File: src/rtl/lcd_nibble_driver.sv
// HD44780 4-bit LCD timing engine: turns CPU command words into nibble/RS/E sequences
// and samples the shared push buttons while the bus is idle. Optional: LCD_PB_DEBOUNCE_EN.
module lcd_nibble_driver #(
   parameter int SETUP_CYCLES     = 3,
   parameter int E_HIGH_CYCLES    = 25,
   parameter int HOLD_CYCLES      = 25,
   parameter int CMD_WAIT_CYCLES  = 2500,
   parameter int LONG_WAIT_CYCLES = 100000,
   parameter int DEBOUNCE_CYCLES  = 50000
) (
   input  logic        clk,
   input  logic        rst_n,
   input  logic [31:0] lcd_in,
   input  logic        lcd_in_stb,
   output logic        lcd_in_ack,
   output logic [3:0]  lcd_data_o,
   output logic        lcd_rs_o,
   output logic        lcd_oe,
   output logic        lcd_e,
   input  logic [3:0]  lcd_data_i,
   input  logic        lcd_rs_i,
   output logic [31:0] pb_out,
   output logic        busy
);

   function automatic int max2(input int a, input int b);
      return (a > b) ? a : b;
   endfunction

   // A zero-length phase still takes one clock.
   function automatic int last_cnt(input int n);
      return (n <= 1) ? 0 : n - 1;
   endfunction

   localparam int MAX_CYC = max2(max2(max2(SETUP_CYCLES, E_HIGH_CYCLES),
                                      max2(HOLD_CYCLES, CMD_WAIT_CYCLES)),
                                 max2(LONG_WAIT_CYCLES, DEBOUNCE_CYCLES));
   localparam int CNT_W = ($clog2(MAX_CYC) < 1) ? 1 : $clog2(MAX_CYC);

   localparam logic [CNT_W-1:0] SETUP_LAST = CNT_W'(last_cnt(SETUP_CYCLES));
   localparam logic [CNT_W-1:0] EHIGH_LAST = CNT_W'(last_cnt(E_HIGH_CYCLES));
   localparam logic [CNT_W-1:0] HOLD_LAST  = CNT_W'(last_cnt(HOLD_CYCLES));
   localparam logic [CNT_W-1:0] CMD_LAST   = CNT_W'(last_cnt(CMD_WAIT_CYCLES));
   localparam logic [CNT_W-1:0] LONG_LAST  = CNT_W'(last_cnt(LONG_WAIT_CYCLES));

   typedef enum logic [2:0] {IDLE, SETUP, EHIGH, HOLD, WAIT} state_t;

   state_t           state;
   logic [CNT_W-1:0] cnt;
   logic [3:0]       low_nib;
   logic             single_nib;
   logic             long_wait;
   logic             second;
   logic [4:0]       sync_a;
   logic [4:0]       sync_b;
   logic [1:0]       idle_cnt;
   logic             pb_ok;
   logic             unused_hi;

   assign unused_hi = ^lcd_in[31:11];
   assign busy      = (state != IDLE);
   assign pb_ok     = (state == IDLE) && (idle_cnt == 2'd2);

   always_ff @(posedge clk or negedge rst_n) begin
      if (!rst_n) begin
         state      <= IDLE;
         cnt        <= '0;
         low_nib    <= '0;
         single_nib <= 1'b0;
         long_wait  <= 1'b0;
         second     <= 1'b0;
         lcd_in_ack <= 1'b0;
         lcd_data_o <= '0;
         lcd_rs_o   <= 1'b0;
         lcd_oe     <= 1'b0;
         lcd_e      <= 1'b0;
      end else begin
         case (state)
            IDLE: begin
               if (lcd_in_stb && lcd_in_ack) begin
                  lcd_in_ack <= 1'b0;
                  low_nib    <= lcd_in[3:0];
                  single_nib <= lcd_in[9];
                  long_wait  <= lcd_in[10];
                  second     <= 1'b0;
                  lcd_rs_o   <= lcd_in[8];
                  lcd_data_o <= lcd_in[7:4];
                  lcd_oe     <= 1'b1;
                  cnt        <= '0;
                  state      <= SETUP;
               end else begin
                  lcd_in_ack <= lcd_in_stb && !lcd_in_ack;
               end
            end
            SETUP: begin
               if (cnt == SETUP_LAST) begin
                  cnt   <= '0;
                  lcd_e <= 1'b1;
                  state <= EHIGH;
               end else begin
                  cnt <= cnt + 1'b1;
               end
            end
            EHIGH: begin
               if (cnt == EHIGH_LAST) begin
                  cnt   <= '0;
                  lcd_e <= 1'b0;
                  state <= HOLD;
               end else begin
                  cnt <= cnt + 1'b1;
               end
            end
            HOLD: begin
               if (cnt == HOLD_LAST) begin
                  cnt <= '0;
                  if (!second && !single_nib) begin
                     second     <= 1'b1;
                     lcd_data_o <= low_nib;
                     state      <= SETUP;
                  end else begin
                     lcd_oe <= 1'b0;
                     state  <= WAIT;
                  end
               end else begin
                  cnt <= cnt + 1'b1;
               end
            end
            WAIT: begin
               if (cnt == (long_wait ? LONG_LAST : CMD_LAST)) begin
                  cnt   <= '0;
                  state <= IDLE;
               end else begin
                  cnt <= cnt + 1'b1;
               end
            end
            default: begin
               cnt    <= '0;
               lcd_e  <= 1'b0;
               lcd_oe <= 1'b0;
               state  <= IDLE;
            end
         endcase
      end
   end

   // Buttons share the pads, so only trust them a couple of clocks after the bus is released.
   always_ff @(posedge clk or negedge rst_n) begin
      if (!rst_n) begin
         sync_a   <= '0;
         sync_b   <= '0;
         idle_cnt <= '0;
      end else begin
         sync_a <= {lcd_rs_i, lcd_data_i};
         sync_b <= sync_a;
         if (state != IDLE) begin
            idle_cnt <= '0;
         end else if (idle_cnt != 2'd2) begin
            idle_cnt <= idle_cnt + 1'b1;
         end
      end
   end

`ifdef LCD_PB_DEBOUNCE_EN
   localparam int DB_W = ($clog2(DEBOUNCE_CYCLES) < 1) ? 1 : $clog2(DEBOUNCE_CYCLES);
   localparam logic [DB_W-1:0] DB_LAST = DB_W'(last_cnt(DEBOUNCE_CYCLES));

   logic [DB_W-1:0] db_cnt;
   logic [4:0]      db_last;

   always_ff @(posedge clk or negedge rst_n) begin
      if (!rst_n) begin
         pb_out  <= '0;
         db_cnt  <= '0;
         db_last <= '0;
      end else if (!pb_ok) begin
         db_cnt <= '0;
      end else if (sync_b != db_last) begin
         db_last <= sync_b;
         db_cnt  <= '0;
      end else if (db_cnt == DB_LAST) begin
         pb_out <= {27'd0, db_last};
      end else begin
         db_cnt <= db_cnt + 1'b1;
      end
   end
`else
   always_ff @(posedge clk or negedge rst_n) begin
      if (!rst_n) begin
         pb_out <= '0;
      end else if (pb_ok) begin
         pb_out <= {27'd0, sync_b};
      end
   end
`endif

endmodule

File: config.mk
export PLATFORM = sky130hd
export DESIGN_NAME = lcd_nibble_driver
export DESIGN_NICKNAME = d
export VERILOG_FILES = /design/src/rtl/lcd_nibble_driver.sv
export SDC_FILE = /design/constraint.sdc
export NUM_CORES = 1
export LEC_CHECK = 0
export CAP_MARGIN = 30
export CORE_MARGIN = 4
export CORE_UTILIZATION = 47
export DETAILED_ROUTE_END_ITERATION = 12
export PLACE_DENSITY = 0.8
export SYNTH_ARGS = -nofsm -noshare
export SYNTH_HDL_FRONTEND = slang
export SYNTH_SLANG_ARGS = --single-unit
File: constraint.sdc
create_clock -name clk -period 2.96 [get_ports clk]
set_input_delay 0.592 -clock clk [delete_from_list [all_inputs] [get_ports clk]]
set_output_delay 0.592 -clock clk [all_outputs]
set_load 0.05 [all_outputs]
==> run_results.csv, run 1 <==
group,metric,value,unit
status,outcome,"completed",
power_and_ir_drop,p_per_area,846.7,nW/um^2
placement,dp.final_hpwl,3828,um
floorplanning,die_x,84.08,um
worst_setup_path,ff2ff_path_depth,8,
yosys,yosysWarnings,0,
placement,place.gp.congestion,0.9181,
cts,cts_htree_levels,2,
yosys,ys_seq_area_frac,0.4784,
floorplanning,fp.dieH,84.08,um
grt,busiest_layer,"met2",
cts,cts_sinks,52,
yosys,syn-instance-count,276,
worst_setup_path,cp_slowest_cell,"clkdlybuf4s50_1",
final_layout,n_fill_cell,501,
cts,cts_setup_buffers,0,
yosys,synth_area_leaders,"dfrtp_1, buf_4, mux2_2",
grt,gr-total-overflow,0,
worst_setup_path,cp-end-kind,"output port",
worst_setup_path,worstSetupStartpointType,"flip-flop",
worst_setup_path,path_cells,"nor3_1 > buf_4 > inv_1 > clkdlybuf4s50_1",
cts,cts_tree,"built",
placement,portBuffers,32,
cts,path_clk_slew,90,ps
grt,globalRouteMet3Util,0.03455,
sta,maxClockFrequency,377.7,MHz
sta,fin_crit,2647,ps
sta,finalSetupViolCount,0,
yosys,synth_area_leader_cell,"dfrtp_1",
final_layout,multi_input_area,1182,um^2
yosys,synth_top_area_share,0.4784,
floorplanning,die_area,7069,um^2
grt,grt_max_degree,26,
final_layout,diodes,0,
worst_hold_path,hold_path.class,"input port to async pin",
flow_run,drv_cap,0,
cts,clockBufferDepth,2,
route,viasPerCell,5.348,
final_layout,seq_area,1301,um^2
grt,met1_usage,0.1940,
cts,cts_resized,0,
grt,antenna_found_initial,0,
sta,hold_ws,265.4,ps
power_and_ir_drop,static-leakage-power,1.407,nW
sta,final-max-slew-violation-count,0,
floorplanning,start_util,0.4880,
sta,worstMarginPinSlew,745.5,ps
route,route.detailed.drc,0,
yosys,ys_types,46,
yosys,async_flop_share,1.000,
route,wl,5142,um
yosys,synth-main-ff-cell,"dfrtp_1",
yosys,ys_ff_latch,52,
worst_setup_path,crit_fanout,11,
route,dr.pass1.iters,4,
placement,dpl_worst_slack,465.0,ps
sta,finClkSkew,6.741,ps
sta,worst_slack,312.7,ps
grt,grt_first_pass_wirelength,9080,um
cts,cts_hold_buf,0,
grt,grt_usage,0.1580,
final_layout,final_cells,376,
cts,clkLatencyLatePin,310,ps
sta,relSlewSlack,0.5030,
floorplanning,core-area,5574,um^2
final_layout,drive_above_1_share,0.09211,
worst_setup_path,critPathBufInv,3,
worst_setup_path,worstPathArrival,2060,ps
route,wire_per_inst,13.68,um
final_layout,nNetsFinal,348,
route,final_antenna_net_count,0,
yosys,synth_area_per_cell,9.855,um^2
grt,grt_pass1_vias,1930,
yosys,netlist_area,2720,um^2
power_and_ir_drop,max-vdd-ir-drop,372.7,uV
sta,period_share,0.8944,
yosys,synth_edf_count,0,
sta,tns,0,ps
placement,numPlacedInstances,368,
worst_setup_path,crit_type,"flip-flop to output port",
cts,numCtsBuffers,5,
route,vias,2011,
final_layout,synthToLayoutAreaGrowth,12.79,%
worst_setup_path,cp.depth,4,
floorplanning,io_pins,81,
floorplanning,rows,27,
worst_setup_path,cpPeakStageDelay,830,ps
sta,rsz0062_at_grt,"no",
route,drtIter0Drc,200,
worst_setup_path,cp.required,2370,ps
final_layout,fin_util,0.5504,
sta,finalHoldViolCount,0,
grt,grt_use_met2,0.2676,
worst_setup_path,cp_top_family,"buffers and inverters",
cts,cts_root_buf,"clkbuf_8",
-- registers in the layout (all words and copies together) (netlist names), 2 cells and up --
name        flops
state           3
low_nib         4
idle_cnt        2
sync_b          5
cnt            17
sync_a          5
pb_out          5
lcd_data_o      4
-- path summary, 6_finish.rpt --
| path | startpoint | end | slack (ps) |
|---|---|---|---|
| min in group clk | sync_a[0]$_DFF_PN0_ | sync_b[0]$_DFF_PN0_ | 360 |
| worst max-delay path | state[2]$_DFFE_PN0P_ | busy | 310 |
| worst min-delay path | rst_n | lcd_data_o[0]$_DFFE_PN0P_ | 270 |
| worst min register to register | sync_a[0]$_DFF_PN0_ | sync_b[0]$_DFF_PN0_ | 360 |
| max in group asynchronous | rst_n | cnt[8]$_DFFE_PN0N_ | 2080 |
| worst max register to register | cnt[0]$_DFFE_PN0N_ | cnt[3]$_DFFE_PN0N_ | 440 |
-- power breakdown --
group / internal (mW) / leakage [nW] / switching (mW) / total [mW]
Clock: 0.168 / 0.0404 / 0.245 / 0.413
Sequential: 0.879 / 0.659 / 0.178 / 1.06
Combinational: 0.416 / 0.707 / 0.712 / 1.13
-- kinds of logic (layout without fill, tap and decap cells) --
kind of cell	count (synthesis)	in the layout	synth area share
muxes	17	17	0.06808
AOI/OAI and AO/OA	55	55	0.1247
adders and majority gates	5	5	0.02300
xor gates and xnor gates	2	2	0.006441
buffers and inverters	55	57	0.1228
DFF	52	52	0.4784
other	1	27	0.001379
and+or+nand+nor	89	89	0.1753
-- cell usage after synthesis, drive strengths merged, types with 4 or more instances --
library cell,number
nor3,4
clkbuf,11
o21ai,13
a31oi,10
nor4,4
mux2i,5
inv,11
and3,10
nand4,7
mux2,12
nand3,11
dfrtp,52
a21oi,17
nor2b,4
ha,5
buf,33
nor2,12
nand2,24
-- per-stage QoR --
stage                     total power [mW]  area (um^2)
final                                2.598         3068
after global routing                 2.786         3068
after CTS                            2.612         3068
after detailed placement             2.203         2975
after global placement               2.164         2975
after floorplan                      1.947         2818
-- routing by layer --
layer | vias up | wire length (um)
li1 | 975 | -
met1 | 974 | 2143
met2 | 54 | 2659
met3 | 8 | 257
met4 | 0 | 82
met5 | - | 0
-- placed cells by master, fill, tap and decap left out, drive strengths merged, types with 2 or more instances in the layout --
| cell type | Yosys | layout |
|---|---|---|
| dfrtp | 52 | 52 |
| clkdlybuf4s50 | 0 | 31 |
| conb | 1 | 27 |
| nand2 | 24 | 24 |
| a21oi | 17 | 17 |
| o21ai | 13 | 13 |
| nor2 | 12 | 12 |
| mux2 | 12 | 12 |
| inv | 11 | 11 |
| nand3 | 11 | 11 |
| and3 | 10 | 10 |
| a31oi | 10 | 10 |
| nand4 | 7 | 7 |
| buf | 33 | 7 |
| mux2i | 5 | 5 |
| ha | 5 | 5 |
| clkbuf | 11 | 5 |
| nor3 | 4 | 4 |
| nor2b | 4 | 4 |
| nor4 | 4 | 4 |
| a221o | 2 | 2 |
| nor4b | 2 | 2 |
| a22o | 2 | 2 |
| and4 | 2 | 2 |
| a41oi | 2 | 2 |
| nand3b | 2 | 2 |
| nand2b | 2 | 2 |
| and2 | 2 | 2 |
| o31ai | 2 | 2 |
| clkinvlp | 0 | 2 |
-- cell type report --
class	count	area share
sequential	52	0.4241
multi-input combinational	195	0.3854
timing repair buffer	38	0.1175
tap	72	0.02936
clock buffer	5	0.02243
inverter	11	0.01346
clock inverter	3	0.007749
Power figures use the tool's default switching activity.
==> run 2, diff against run 1 <==
--- a/config.mk
+++ b/config.mk
@@ -7,9 +7,11 @@
 export LEC_CHECK = 0
 export CAP_MARGIN = 30
 export CORE_MARGIN = 4
-export CORE_UTILIZATION = 47
+export CORE_UTILIZATION = 49
+export CTS_BUF_LIST = sky130_fd_sc_hd__clkbuf_8
 export DETAILED_ROUTE_END_ITERATION = 12
-export PLACE_DENSITY = 0.8
+export GPL_TIMING_DRIVEN = 0
+export PLACE_DENSITY = 0.83
 export SYNTH_ARGS = -nofsm -noshare
 export SYNTH_HDL_FRONTEND = slang
 export SYNTH_SLANG_ARGS = --single-unit
==> run 2 against run 1 <==
Effect of this change:
- utilization is 8.6 points higher
- sequential share of layout area is 3.4 points lower
- worst hold slack worse by 74 ps
- via count is 6.9% higher
==> run_results.csv, run 2 (synthesis results as in run 1) <==
group,metric,value,unit
floorplanning,io_pins,81,
grt,grt_max_degree,38,
cts,cts_root_buf,"clkbuf_8",
placement,dpl_worst_slack,441.1,ps
worst_setup_path,critPathBufInv,2,
floorplanning,die_area,6807,um^2
cts,numCtsBuffers,5,
worst_setup_path,crit_fanout,10,
sta,finalSetupViolCount,0,
placement,numPlacedInstances,405,
floorplanning,rows,26,
floorplanning,start_util,0.5194,
final_layout,diodes,0,
cts,clockBufferDepth,2,
route,drtIter0Drc,186,
final_layout,final_area,3336,um^2
floorplanning,die_x,82.51,um
worst_setup_path,crit_type,"flip-flop to flip-flop",
placement,place.gp.congestion,0.8196,
sta,finalHoldViolCount,0,
final_layout,largest_register,"cnt",
route,route.detailed.drc,0,
placement,dp.final_hpwl,4120,um
sta,final-max-slew-violation-count,0,
sta,fin_crit,2660,ps
route,vias,2149,
worst_setup_path,cp.required,3160,ps
sta,worst_slack,299.5,ps
final_layout,final_cells,413,
power_and_ir_drop,static-leakage-power,1.580,nW
final_layout,n_fill_cell,433,
placement,portBuffers,32,
grt,gr-total-overflow,0,
route,final_antenna_net_count,0,
sta,finClkSkew,10.08,ps
final_layout,fin_util,0.6369,
worst_hold_path,hold_path.class,"input port to async pin",
grt,grt_first_pass_wirelength,9459,um
final_layout,synthToLayoutAreaGrowth,22.63,%
worst_setup_path,cp_slowest_cell,"nor4_1",
status,outcome,"completed",
cts,cts_sinks,52,
grt,grt_pass1_vias,2029,
worst_setup_path,cp-end-kind,"flip-flop",
sta,period_share,0.8988,
cts,cts_hold_buf,0,
power_and_ir_drop,p_per_area,810.9,nW/um^2
final_layout,multi_input_area,1182,um^2
cts,cts_htree_levels,2,
floorplanning,fp.dieH,82.51,um
worst_setup_path,worstSetupStartpointType,"flip-flop",
route,wire_per_inst,13.63,um
sta,relSlewSlack,0.4552,
route,wl,5628,um
worst_setup_path,cp_top_family,"simple AND/OR/NAND/NOR gates",
worst_setup_path,worstPathArrival,2860,ps
grt,grt_usage,0.1805,
final_layout,largest_reg_flops,17,
flow_run,drv_cap,0,
cts,clkLatencyLatePin,310,ps
sta,rsz0062_at_grt,"no",
cts,path_clk_slew,100,ps
final_layout,nNetsFinal,387,
worst_setup_path,cpPeakStageDelay,730,ps
final_layout,seq_area,1301,um^2
sta,worstMarginPinSlew,809.8,ps
route,dr.pass1.iters,5,
floorplanning,core-area,5238,um^2
grt,antenna_found_initial,0,
worst_setup_path,path_cells,"nor4_1 > nand4_1 > a22o_1 > a31o_1 > buf_6 > buf_6 > a22o_1",
final_layout,final_common_cell,"dfrtp_1",
cts,cts_tree,"built",
placement,placed_area,3241,um^2
final_layout,drive_above_1_share,0.1633,
power_and_ir_drop,max-vdd-ir-drop,349.8,uV
route,viasPerCell,5.203,
sta,maxClockFrequency,375.9,MHz
final_layout,final_cell_mix,"dfrtp_1, clkdlybuf4s50_1, buf_4, conb_1, nand2_1",
## run 2: changes by cell type in the layout (fill, tap and decap cells not counted), moves of 2 or more
cell,change
buf_4,+21
clkbuf_1,+10
buf_6,+3
buf_2,+2
## run 2: path summary, 6_finish.rpt
path | startpoint | endpoint | slack (ps) | depth (start not counted)
worst max-delay path | cnt[5]$_DFFE_PN0N_ | cnt[10]$_DFFE_PN0N_ | 300 | 7
worst min-delay path | rst_n | cnt[0]$_DFFE_PN0N_ | 190 | 1
worst max register to register | cnt[5]$_DFFE_PN0N_ | cnt[10]$_DFFE_PN0N_ | 300 | 7
worst min register to register | sync_a[2]$_DFF_PN0_ | sync_b[2]$_DFF_PN0_ | 360 | 0
max in group asynchronous | rst_n | single_nib$_DFFE_PN0P_ | 2240 | 2
min in group clk | sync_a[2]$_DFF_PN0_ | sync_b[2]$_DFF_PN0_ | 360 | 0
## run 2: cell type report
| type | instances | share of cell area |
|---|---|---|
| plain buffers | 44 | 0.08777 |
| clock buffers | 5 | 0.02063 |
| clock inverters | 3 | 0.007127 |
| inverters | 11 | 0.01238 |
| multi-input cells | 195 | 0.3545 |
| flip-flops and latches | 52 | 0.3901 |
| well taps | 70 | 0.02626 |
| repair buffers | 33 | 0.1013 |
## run 2: metrics by stage
| step | hold WS (ps) | power [mW] | TNS (ps) |
|---|---|---|---|
| after CTS | 202.9 | 2.718 | 0 |
| after global routing | 210.6 | 2.897 | 0 |
| final | 191.6 | 2.705 | 0 |
| after detailed placement | 336.3 | 2.307 | 0 |
| after floorplan | 296.4 | 1.947 | 0 |
| after global placement | 333.1 | 2.253 | -11980 |
## run 2: what timing repair did
action,CTS,global route
resized for setup,0,1
setup endpoints to repair,0,1
endpoints found under the hold margin,0,0
setup buffers,0,0
## run 2: report_power, final
group          leakage, nW  switching [mW]  total, mW  internal (mW)
Clock               0.0404           0.240      0.407          0.168
Sequential           0.659           0.124       1.00          0.879
Combinational        0.881           0.813       1.29          0.482
Total                 1.58            1.18       2.70           1.53
## run 2: per-layer routing
metal | routed length, um | track usage | up-vias
met2 | 2838 | 0.3005 | 80
met1 | 2347 | 0.2351 | 1001
li1 | - | - | 1056
met3 | 353 | 0.03905 | 12
met4 | 88 | 0.05556 | 0
met5 | 0 | 0 | -
==> run 3, diff against run 2 <==
--- a/config.mk
+++ b/config.mk
@@ -10,7 +10,6 @@
 export CORE_UTILIZATION = 49
 export CTS_BUF_LIST = sky130_fd_sc_hd__clkbuf_8
 export DETAILED_ROUTE_END_ITERATION = 12
-export GPL_TIMING_DRIVEN = 0
 export PLACE_DENSITY = 0.83
 export SYNTH_ARGS = -nofsm -noshare
 export SYNTH_HDL_FRONTEND = slang
==> run 3 against run 2 <==
Effect of this change:
- total power down 1.0%
- routed wire length down 8.4%
- clock skew down 5.3 ps
- global-route usage down 2.0 points
- setup slack better by 3.1 ps
- clock power up 17%
- final area down 7.5%
- utilization down 4.8 points
- clock-buffer cell count unchanged
- register-to-register slack better by 310 ps
- final cell count down 9.4%
- sequential cell count unchanged
- critical path type is now flip-flop to output port
- largest power group unchanged
==> run_results.csv, run 3 (synthesis results as in run 1) <==
group,metric,value,unit
worst_hold_path,hold_path.class,"input port to async pin",
power_and_ir_drop,seq_power_share,0.397,
status,outcome,"completed",
floorplanning,start_util,0.5194,
grt,grt_max_degree,35,
route,wl,5154,um
sta,worstMarginPinSlew,732.3,ps
floorplanning,die_area,6807,um^2
sta,final-max-slew-violation-count,0,
placement,placed_area,2973,um^2
floorplanning,rows,26,
grt,antenna_found_initial,0,
placement,dp.final_hpwl,3776,um
sta,finClkSkew,4.780,ps
cts,cts_root_buf,"clkbuf_8",
worst_setup_path,cp.required,2370,ps
route,dr.pass1.iters,4,
cts,numCtsBuffers,5,
floorplanning,die_x,82.51,um
cts,cts_htree_levels,2,
final_layout,synthToLayoutAreaGrowth,13.39,%
sta,period_share,0.8978,
grt,grt_usage,0.1606,
sta,tns,0,ps
final_layout,n_fill_cell,460,
route,route.detailed.drc,0,
cts,cts_resized,0,
route,viasPerCell,5.390,
power_and_ir_drop,p_sw_frac,0.4198,
final_layout,final_cell_mix,"dfrtp_1, clkdlybuf4s50_1, conb_1",
final_layout,drive_above_1_share,0.09211,
cts,cts_sinks,52,
cts,clkLatencyLatePin,300,ps
route,wire_per_inst,13.78,um
cts,cts_setup_buffers,0,
power_and_ir_drop,switching_power,1.124,mW
sta,finalHoldViolCount,0,
final_layout,nNetsFinal,348,
route,drtIter0Drc,134,
sta,maxClockFrequency,376.3,MHz
sta,rsz0062_at_grt,"no",
power_and_ir_drop,pwr-share-clk,0.178,
sta,fin_crit,2657,ps
floorplanning,core-area,5238,um^2
grt,grt_first_pass_wirelength,8362,um
final_layout,diodes,0,
sta,finalSetupViolCount,0,
final_layout,largest_register,"cnt",
power_and_ir_drop,p_per_area,868.0,nW/um^2
cts,path_clk_slew,90,ps
power_and_ir_drop,max-vdd-ir-drop,350.1,uV
final_layout,final_common_cell,"dfrtp_1",
power_and_ir_drop,internal_power,1.553,mW
power_and_ir_drop,pwr-share-comb,0.425,
route,final_antenna_net_count,0,
power_and_ir_drop,static-leakage-power,1.420,nW
grt,grt_pass1_vias,1826,
grt,gr-total-overflow,0,
worst_setup_path,cp-end-kind,"output port",
floorplanning,fp.dieH,82.51,um
cts,cts_tree,"built",
worst_setup_path,worstPathArrival,2070,ps
sta,relSlewSlack,0.5118,
flow_run,drv_cap,0,
final_layout,final_area,3084,um^2
sta,hold_ws,221.9,ps
worst_setup_path,crit_type,"flip-flop to output port",
route,vias,2016,
placement,portBuffers,32,
worst_setup_path,crit_fanout,11,
cts,clockBufferDepth,2,
placement,place.gp.congestion,0.9203,
floorplanning,io_pins,81,
cts,cts_hold_buf,0,
final_layout,largest_reg_flops,17,
worst_setup_path,worstSetupStartpointType,"flip-flop",
## run 3: cell types whose count changed in the layout (fill, tap and decap cells not counted), sizes merged
cell	before	now
buf	35	7
bufinv	0	1
clkinvlp	2	1
clkdlybuf4s50	30	31
clkbuf	16	5
dlymetal6s2s	1	0
## run 3: worst paths after layout
| path | startpoint | endpoint | slack [ps] | depth (start not counted) |
|---|---|---|---|---|
| setup / recovery | state[2]$_DFFE_PN0P_ | busy | 300 | 4 |
| hold / removal | rst_n | lcd_rs_o$_DFFE_PN0P_ | 220 | 1 |
| setup reg to reg | cnt[0]$_DFFE_PN0N_ | cnt[12]$_DFFE_PN0N_ | 610 | 9 |
| hold reg to reg | sync_a[2]$_DFF_PN0_ | sync_b[2]$_DFF_PN0_ | 350 | 0 |
| max in group asynchronous | rst_n | lcd_data_o[2]$_DFFE_PN0P_ | 1960 | 2 |
| min in group clk | sync_a[2]$_DFF_PN0_ | sync_b[2]$_DFF_PN0_ | 350 | 0 |
## run 3: per-layer routing
metal | part of all wire | up-vias | global-route usage
met4 | 0.011 | 0 | 0.06536
met5 | 0 | - | 0
met2 | 0.50 | 61 | 0.2564
met1 | 0.43 | 972 | 0.2093
li1 | - | 977 | -
met3 | 0.053 | 6 | 0.03905
## run 3: stage by stage
stage | setup WS (ps) | cells | power, mW | util
floorplan | 806.4 | 302 | 1.947 | -
global placement | 659.9 | 366 | 2.171 | 0.5676
detailed placement | 593.5 | 366 | 2.206 | 0.5676
CTS | 308.5 | 374 | 2.689 | 0.5889
global route | 204.3 | 374 | 2.866 | 0.5889
finish | 302.6 | 374 | 2.677 | 0.5889
## run 3: area by class of cell
type	instances	area, um^2	area share
clock buffer	5	68.82	0.02231
multi-input combinational	195	1182	0.3834
clock inverter	3	42.54	0.01379
tap	70	87.58	0.02840
inverter	11	41.29	0.01339
sequential	52	1301	0.4219
timing repair buffer	38	360.3	0.1168
## run 3: worst max-delay path, cell delays in order, from the launching register on
cell and delay, ps:
dfrtp_1 560, nor3_1 110, buf_4 160, inv_1 120, clkdlybuf4s50_1 820
## run 3: power groups by stage
stage | Clock, mW | Sequential [mW] | Combinational (mW)
2_1_floorplan | 0 | 1.20 | 0.743
3_3_place_gp | 0 | 1.06 | 1.11
3_5_place_dp | 0 | 1.07 | 1.13
4_1_cts | 0.493 | 1.06 | 1.14
5_1_grt | 0.523 | 1.09 | 1.25
6_report | 0.477 | 1.06 | 1.14
